**src/rtl/dram_stream_loader_pkg.sv**
```systemverilog
// Shared definitions for the DRAM stream loader and the CPU-side I/O decode.
package dram_stream_loader_pkg;

  typedef enum logic [1:0] {
    ST_IDLE,
    ST_LOAD,
    ST_VERIFY,
    ST_REPORT
  } state_t;

  localparam int unsigned DSL_MAX_WORDS      = 32;
  localparam int unsigned IDX_W              = 5;
  localparam int unsigned LEN_W              = 6;
  localparam logic [31:0] DSL_IO_STATUS_ADDR = 32'h0000_0080;

  // Byte address of a data-memory word; bit 7 stays clear so it never hits I/O.
  function automatic logic [31:0] word_addr(input logic [IDX_W-1:0] idx);
    return {24'b0, 1'b0, idx, 2'b00};
  endfunction

endpackage

```
**src/rtl/dram_stream_loader_if.sv**
```systemverilog
// Stream input and memory-stage bus of the loader.
interface dram_stream_loader_if;

  logic        in_valid;
  logic [31:0] in_data;
  logic        in_ready;
  logic        mwmem;
  logic [31:0] malu;
  logic [31:0] mb;
  logic [31:0] mmo;

  // Loader side: consumes the stream, initiates bus cycles.
  modport master (
    input  in_valid, in_data, mmo,
    output in_ready, mwmem, malu, mb
  );

  // Environment side: stream source and data memory / I/O target.
  modport slave (
    output in_valid, in_data, mmo,
    input  in_ready, mwmem, malu, mb
  );

endinterface

```
**src/rtl/dram_stream_loader_bus_reg_stage.sv**
```systemverilog
// Registered bus outputs; write enable is re-evaluated every cycle,
// address and data only change when explicitly loaded.
module bus_reg_stage (
  input  logic        clk_i,
  input  logic        rst_ni,
  input  logic        we_i,
  input  logic        addr_ld_i,
  input  logic [31:0] addr_i,
  input  logic        data_ld_i,
  input  logic [31:0] data_i,
  output logic        mwmem_o,
  output logic [31:0] malu_o,
  output logic [31:0] mb_o
);

  logic        mwmem_q;
  logic [31:0] malu_q;
  logic [31:0] mb_q;

  // Bus registers with async clear so a reset drops any cycle in flight.
  always_ff @(posedge clk_i or negedge rst_ni) begin
    if (!rst_ni) begin
      mwmem_q <= 1'b0;
      malu_q  <= '0;
      mb_q    <= '0;
    end else begin
      mwmem_q <= we_i;
      if (addr_ld_i) malu_q <= addr_i;
      if (data_ld_i) mb_q   <= data_i;
    end
  end

  assign mwmem_o = mwmem_q;
  assign malu_o  = malu_q;
  assign mb_o    = mb_q;

endmodule

```
**src/rtl/dram_stream_loader.sv**
```systemverilog
// Boot/test loader: streams words into data memory, reads them back,
// compares checksums and posts a status word to I/O port 0.
module dram_stream_loader
  import dram_stream_loader_pkg::*;
#(
  parameter int unsigned MAX_WORDS      = DSL_MAX_WORDS,
  parameter logic [31:0] IO_STATUS_ADDR = DSL_IO_STATUS_ADDR
) (
  input  logic                 clock,
  input  logic                 resetn,
  input  logic                 start,
  input  logic [LEN_W-1:0]     len,
  dram_stream_loader_if.master bus,
  output logic                 busy,
  output logic                 done,
  output logic                 err,
  output logic [31:0]          checksum
);

  state_t           state_q, state_d;
  logic [LEN_W-1:0] idx_q, idx_d;
  logic [LEN_W-1:0] len_q, len_d;
  logic [LEN_W-1:0] len_clamp;
  logic [31:0]      wsum_q, wsum_d;
  logic [31:0]      rsum_q, rsum_d;
  logic [31:0]      chk_q, chk_d;
  logic [31:0]      rsum_plus;
  logic             err_q, err_d;
  logic             rd_pend_q, rd_pend_d;
  logic             done_q, done_d;
  logic             in_ready_c;
  logic             hs;
  logic             err_n;

  logic             bus_we;
  logic             bus_addr_ld;
  logic [31:0]      bus_addr;
  logic             bus_data_ld;
  logic [31:0]      bus_data;

  assign len_clamp  = (32'(len) > MAX_WORDS) ? LEN_W'(MAX_WORDS) : len;
  assign in_ready_c = (state_q == ST_LOAD) && (idx_q < len_q);
  assign hs         = bus.in_valid & in_ready_c;
  // The last read is sampled on the same edge that launches the status
  // store, so the comparison must include the word arriving on mmo now.
  assign rsum_plus  = rsum_q + bus.mmo;
  assign err_n      = (wsum_q != rsum_plus);

  // State, counters and checksums.
  always_ff @(posedge clock or negedge resetn) begin
    if (!resetn) begin
      state_q   <= ST_IDLE;
      idx_q     <= '0;
      len_q     <= '0;
      wsum_q    <= '0;
      rsum_q    <= '0;
      chk_q     <= '0;
      err_q     <= 1'b0;
      rd_pend_q <= 1'b0;
      done_q    <= 1'b0;
    end else begin
      state_q   <= state_d;
      idx_q     <= idx_d;
      len_q     <= len_d;
      wsum_q    <= wsum_d;
      rsum_q    <= rsum_d;
      chk_q     <= chk_d;
      err_q     <= err_d;
      rd_pend_q <= rd_pend_d;
      done_q    <= done_d;
    end
  end

  // Next-state logic and bus register loads.
  always_comb begin
    state_d     = state_q;
    idx_d       = idx_q;
    len_d       = len_q;
    wsum_d      = wsum_q;
    rsum_d      = rsum_q;
    chk_d       = chk_q;
    err_d       = err_q;
    rd_pend_d   = rd_pend_q;
    done_d      = 1'b0;
    bus_we      = 1'b0;
    bus_addr_ld = 1'b0;
    bus_addr    = '0;
    bus_data_ld = 1'b0;
    bus_data    = '0;

    case (state_q)
      ST_IDLE: begin
        if (start) begin
          len_d     = len_clamp;
          idx_d     = '0;
          wsum_d    = '0;
          rsum_d    = '0;
          err_d     = 1'b0;
          chk_d     = '0;
          rd_pend_d = 1'b0;
          if (len_clamp == '0) begin
            // Empty job: the status store is launched straight from IDLE.
            state_d     = ST_REPORT;
            bus_we      = 1'b1;
            bus_addr_ld = 1'b1;
            bus_addr    = IO_STATUS_ADDR;
            bus_data_ld = 1'b1;
            bus_data    = '0;
          end else begin
            state_d = ST_LOAD;
          end
        end
      end

      ST_LOAD: begin
        if (hs) begin
          bus_we      = 1'b1;
          bus_addr_ld = 1'b1;
          bus_addr    = word_addr(idx_q[IDX_W-1:0]);
          bus_data_ld = 1'b1;
          bus_data    = bus.in_data;
          wsum_d      = wsum_q + bus.in_data;
          idx_d       = idx_q + LEN_W'(1);
          if (idx_q + LEN_W'(1) == len_q) begin
            state_d = ST_VERIFY;
            idx_d   = '0;
          end
        end
      end

      ST_VERIFY: begin
        if (rd_pend_q) rsum_d = rsum_plus;
        if (idx_q < len_q) begin
          bus_addr_ld = 1'b1;
          bus_addr    = word_addr(idx_q[IDX_W-1:0]);
          idx_d       = idx_q + LEN_W'(1);
          rd_pend_d   = 1'b1;
        end else begin
          rd_pend_d   = 1'b0;
          state_d     = ST_REPORT;
          bus_we      = 1'b1;
          bus_addr_ld = 1'b1;
          bus_addr    = IO_STATUS_ADDR;
          bus_data_ld = 1'b1;
          bus_data    = {err_n, 25'b0, len_q};
          err_d       = err_n;
          chk_d       = wsum_q;
        end
      end

      ST_REPORT: begin
        state_d     = ST_IDLE;
        done_d      = 1'b1;
        bus_addr_ld = 1'b1;
        bus_addr    = '0;
      end

      default: begin
        state_d = ST_IDLE;
      end
    endcase
  end

  bus_reg_stage u_bus_reg_stage (
    .clk_i     (clock),
    .rst_ni    (resetn),
    .we_i      (bus_we),
    .addr_ld_i (bus_addr_ld),
    .addr_i    (bus_addr),
    .data_ld_i (bus_data_ld),
    .data_i    (bus_data),
    .mwmem_o   (bus.mwmem),
    .malu_o    (bus.malu),
    .mb_o      (bus.mb)
  );

  assign bus.in_ready = in_ready_c;
  assign busy         = (state_q != ST_IDLE);
  assign done         = done_q;
  assign err          = err_q;
  assign checksum     = chk_q;

endmodule

```
**src/flat_wrapper.sv**
```systemverilog
// flat-port wrapper written by rule: the top's interface ports become plain ports
module dram_stream_loader_flat import dram_stream_loader_pkg::*;
#(
  parameter int unsigned MAX_WORDS      = DSL_MAX_WORDS,
  parameter logic [31:0] IO_STATUS_ADDR = DSL_IO_STATUS_ADDR
)
  (clock, resetn, start, len, busy, done, err, checksum, bus_in_valid, bus_in_data, bus_mmo, bus_in_ready, bus_mwmem, bus_malu, bus_mb);
  dram_stream_loader_if bus_i ();
  input  logic clock;
  input  logic resetn;
  input  logic start;
  input  logic [LEN_W-1:0] len;
  output logic busy;
  output logic done;
  output logic err;
  output logic [31:0] checksum;
  input wire logic [$bits(bus_i.in_valid)-1:0] bus_in_valid;
  input wire logic [$bits(bus_i.in_data)-1:0] bus_in_data;
  input wire logic [$bits(bus_i.mmo)-1:0] bus_mmo;
  output wire logic [$bits(bus_i.in_ready)-1:0] bus_in_ready;
  output wire logic [$bits(bus_i.mwmem)-1:0] bus_mwmem;
  output wire logic [$bits(bus_i.malu)-1:0] bus_malu;
  output wire logic [$bits(bus_i.mb)-1:0] bus_mb;
  assign bus_i.in_valid = bus_in_valid;
  assign bus_i.in_data = bus_in_data;
  assign bus_i.mmo = bus_mmo;
  assign bus_in_ready = bus_i.in_ready;
  assign bus_mwmem = bus_i.mwmem;
  assign bus_malu = bus_i.malu;
  assign bus_mb = bus_i.mb;
  dram_stream_loader #(.MAX_WORDS(MAX_WORDS), .IO_STATUS_ADDR(IO_STATUS_ADDR)) u_core (.clock(clock), .resetn(resetn), .start(start), .len(len), .bus(bus_i), .busy(busy), .done(done), .err(err), .checksum(checksum));
endmodule
```
**config.mk**
```make
export PLATFORM = sky130hd
export DESIGN_NAME = dram_stream_loader_flat
export DESIGN_NICKNAME = d
export VERILOG_FILES = /design/src/rtl/dram_stream_loader_pkg.sv /design/src/rtl/dram_stream_loader_if.sv /design/src/rtl/dram_stream_loader_bus_reg_stage.sv /design/src/rtl/dram_stream_loader.sv /design/src/flat_wrapper.sv
export SDC_FILE = /design/constraint.sdc
export NUM_CORES = 1
export LEC_CHECK = 0
export CORE_AREA = 2 2 125 157
export CTS_CLUSTER_DIAMETER = 100
export DETAILED_ROUTE_END_ITERATION = 10
export DIE_AREA = 0 0 127 159
export DONT_BUFFER_PORTS = 1
export PLACE_DENSITY_LB_ADDON = 0.25
export SLEW_MARGIN = 25
export SYNTH_ARGS = -nofsm -noshare
export SYNTH_HDL_FRONTEND = slang
export SYNTH_SLANG_ARGS = --single-unit
export TNS_END_PERCENT = 10
```
**constraint.sdc**
```tcl
create_clock -name clock -period 3.3 [get_ports clock]
set_input_delay 0.66 -clock clock [delete_from_list [all_inputs] [get_ports clock]]
set_output_delay 0.66 -clock clock [all_outputs]
set_load 0.01 [all_outputs]
```
==> flow_metrics.tcl <==
set metrics [dict create \
    status "finished with violations" \
    violations "negative hold slack, negative setup slack" \
    finalMaxSlewViolations 0 \
    reg2regPathDepth 14 \
    core-area_mm2 0.0186 \
    synth.cell_area_mm2 0.0101 \
    clock-sinks 152 \
    post_drt_via_cell_ratio 6.12 \
    cp_top_family "simple AND/OR/NAND/NOR gates" \
    ys_ff_latch 152 \
    fin_util_pct 65.5 \
    vias 8725 \
    avgSynthCellArea_um2 9.86 \
    drt_iter0_markers 633 \
    cp.arrival_ps 3860 \
    grt_overflow 0 \
    crit_buf_inv 1 \
    antenna_cells 0 \
    critPathLaunchType "flip-flop" \
    drt-wirelength-per-cell_um 20.2 \
    dpl.hpwl_um 21800 \
    post-route-drc-count 0 \
    grt_first_pass_wirelength_um 46700 \
    hold_viol_final 77 \
    antenna_found_initial 0 \
    ys.flop_type "dfrtp_1" \
    yosys_warnings 0 \
    grt_max_degree 153 \
    cts_buffers 17 \
    area_growth_pct 20.5 \
    min_period_over_period_pct 108 \
    fin_crit_ps 3570 \
    path_clk_slew_ps 70 \
    fin_skew_ps 9.62 \
    cts_root_buf "clkbuf_16" \
    required_ps 3590 \
    rsz0062_at_grt "yes" \
    path_common_cell "nor4_4" \
    path_class "flip-flop to flip-flop" \
    finalWorstSetupSlack_ps -265 \
    crit_path_max_fanout 4 \
    finalSetupViolCount 2 \
    synth_async_sr_flop_share_pct 100 \
    pin_count 175 \
    numPortBuffers 0 \
    clk_path_buf_depth 2 \
    crit_chain "ha_4, inv_2, fa_2, nor2b_4, o2111ai_4, a2111oi_4, nor3_1, a211oi_2, xnor2_1, nand4b_1, nor4_4, nand4_1, nor4_4, o31ai_1" \
    dieArea_mm2 0.0202 \
    min_path_type "primary input to async pin" \
    holdWs_ps -72.5 \
    die_h_um 159 \
    fmax_mhz 280 \
    gp_congestion 0.960 \
    synth_cells 1027 \
    grt.total_usage_pct 29.2 \
    p_leak_nw 5.90 \
    dr.pass1.iters 5 \
    ys_types 85 \
    fp.dieW_um 127 \
    drive_above_1_share_pct 21.5 \
    nFillCells 1496 \
    start_util_pct 54.3 \
    r2r_setup_slack_ps -270 \
    rr_startpoint "u_core.rsum_q[0]" \
    htree_levels 4 \
    r2r-end "u_core.err" \
    relSlewSlack_pct 56.6 \
    cts_tree "yes" \
    synth_edf_count 0 \
    tns_ps -504 \
    fin_nets 1332 \
    tightest_slew_ps 649 \
    rows 56 \
    max_stage_delay_ps 430 \
    ant_nets 0 \
    cpMaxStageDelayCell "a2111oi_4" \
    drv_cap 0 \
    drt-total-wl_um 28800 \
    power.density_mw_per_mm2 1030 \
    ys_seq_area_share_pct 37.6 \
    clock_latency_ps 430 \
    worst_ir_drop_vdd_mv 0.476 \
    first_global_vias 8980 \
    p_total_w 0.0126 \
    end_kind "flip-flop" \
]
[stage by stage]
stage | area [um2] | std cells | hold WS [ps] | worst slack, ps
final | 12200 | 1425 | -72.5 | -265
after global routing | 12200 | 1425 | -91.3 | -438
after CTS | 12200 | 1424 | -85.6 | -212
after detailed placement | 11500 | 1393 | 370 | -646
after global placement | 11500 | 1393 | 370 | -567
after floorplan | 10200 | 1052 | 364 | -189
[where the power goes]
group          internal, W  switching (W)  total (W)
clock              0.00113       0.000814    0.00195
sequential         0.00253       0.000739    0.00327
combinational      0.00352        0.00384    0.00737
[routing by layer]
layer	track usage (%)	routed length (um)	part of all wire [%]
met1	36.2	11700	41
met2	50.3	14500	50
met3	5.01	1670	5.8
met4	12.0	918	3.2
met5	0	0	0
[registers in the layout (all words and copies together), names as in the netlist]
signal                          flops
u_core.err                          1
u_core.rd_pend_q                    1
u_core.wsum_q                      32
u_core.rsum_q                      32
u_core.idx_q                        6
u_core.done                         1
u_core.u_bus_reg_stage.malu_o       6
u_core.state_q                      2
u_core.len_q                        6
u_core.u_bus_reg_stage.mwmem_o      1
u_core.u_bus_reg_stage.mb_o        32
u_core.checksum                    32
[worst max-delay path by stage]
stage	to	start	slack, ps	cells after the start
floorplan	u_core.err	bus_mmo[0]	-190	14
global placement	u_core.err	bus_mmo[0]	-570	14
detailed placement	u_core.err	bus_mmo[0]	-650	14
CTS	u_core.err	u_core.rsum_q[0]	-210	14
global route	u_core.err	u_core.rsum_q[0]	-440	14
finish	u_core.err	u_core.rsum_q[0]	-270	14
[cells in the mapped netlist (all sizes together) (3+ instances only)]
cell     number  area share, %
dfrtp       152             38
a22o        116             10
ha           75            9.3
a21oi        67            3.5
nand2        65            2.4
xnor2        53            4.6
o21ai        49            2.5
nor2         44            1.6
buf          39            2.7
xor2         39            3.4
inv          36            1.3
clkbuf       33            1.2
nand3        22            1.1
a21o         18            1.3
nor3         17           0.84
nand2b       14           0.86
nand4        12           0.74
o31ai        11           0.86
o21a          9           0.67
a211oi        8           0.59
and3          8           0.49
nand3b        8           0.59
or2           8           0.49
or3           8           0.49
o21bai        7           0.52
a2111oi       6           0.90
a21boi        6           0.44
a222oi        6           0.59
a31oi         6           0.37
and2          6           0.37
o211ai        6           0.44
mux2i         5           0.49
nor2b         5           0.38
nor4          5           0.43
o22ai         5           0.31
o311ai        5           0.43
nor3b         4           0.35
xnor3         4           0.89
and4          3           0.26
o221ai        3           0.26
[final cells by class]
class	count	area [um2]	share of cell area (%)
Multi-Input combinational cell	792	6010	49.2
Sequential cell	152	3800	31.2
Timing Repair Buffer	182	1390	11.4
Clock buffer	20	447	3.66
Tap cell	232	290	2.38
Inverter	36	135	1.11
Clock inverter	11	125	1.03
[what timing repair did]
item	CTS	global route
setup endpoints to repair	3	31
hold endpoints to repair	152	152
buffers inserted	0	1
gates resized for setup	7	11
pin swaps	3	6
[layout by cell type, fill, tap and decap left out, drive strengths merged, types with 8 or more instances in the layout]
cell type    n
buf        182
dfrtp      152
a22o       116
ha          75
a21oi       67
nand2       65
xnor2       53
o21ai       49
nor2        44
xor2        39
inv         37
conb        26
nand3       22
clkbuf      20
a21o        18
nor3        17
nand2b      14
nand4       12
o31ai       11
o21a         9
or3          8
and3         8
nand3b       8
a211oi       8
or2          8
[kinds of logic (layout without fill, tap and decap cells)]
kind of cell               count (synthesis)  count (layout)  synth area share, %
DFF                                      152             152                 37.6
and+or+nand+nor                          234             234                 11.9
buffers and inverters                    108             249                 5.23
xor gates and xnor gates                  96              96                 8.85
AOI/OAI and AO/OA                        352             352                 26.1
muxes                                      7               7                0.716
other                                      1              26               0.0370
adders and majority gates                 77              77                 9.66
No activity file was read; power rests on OpenSTA's default activity.
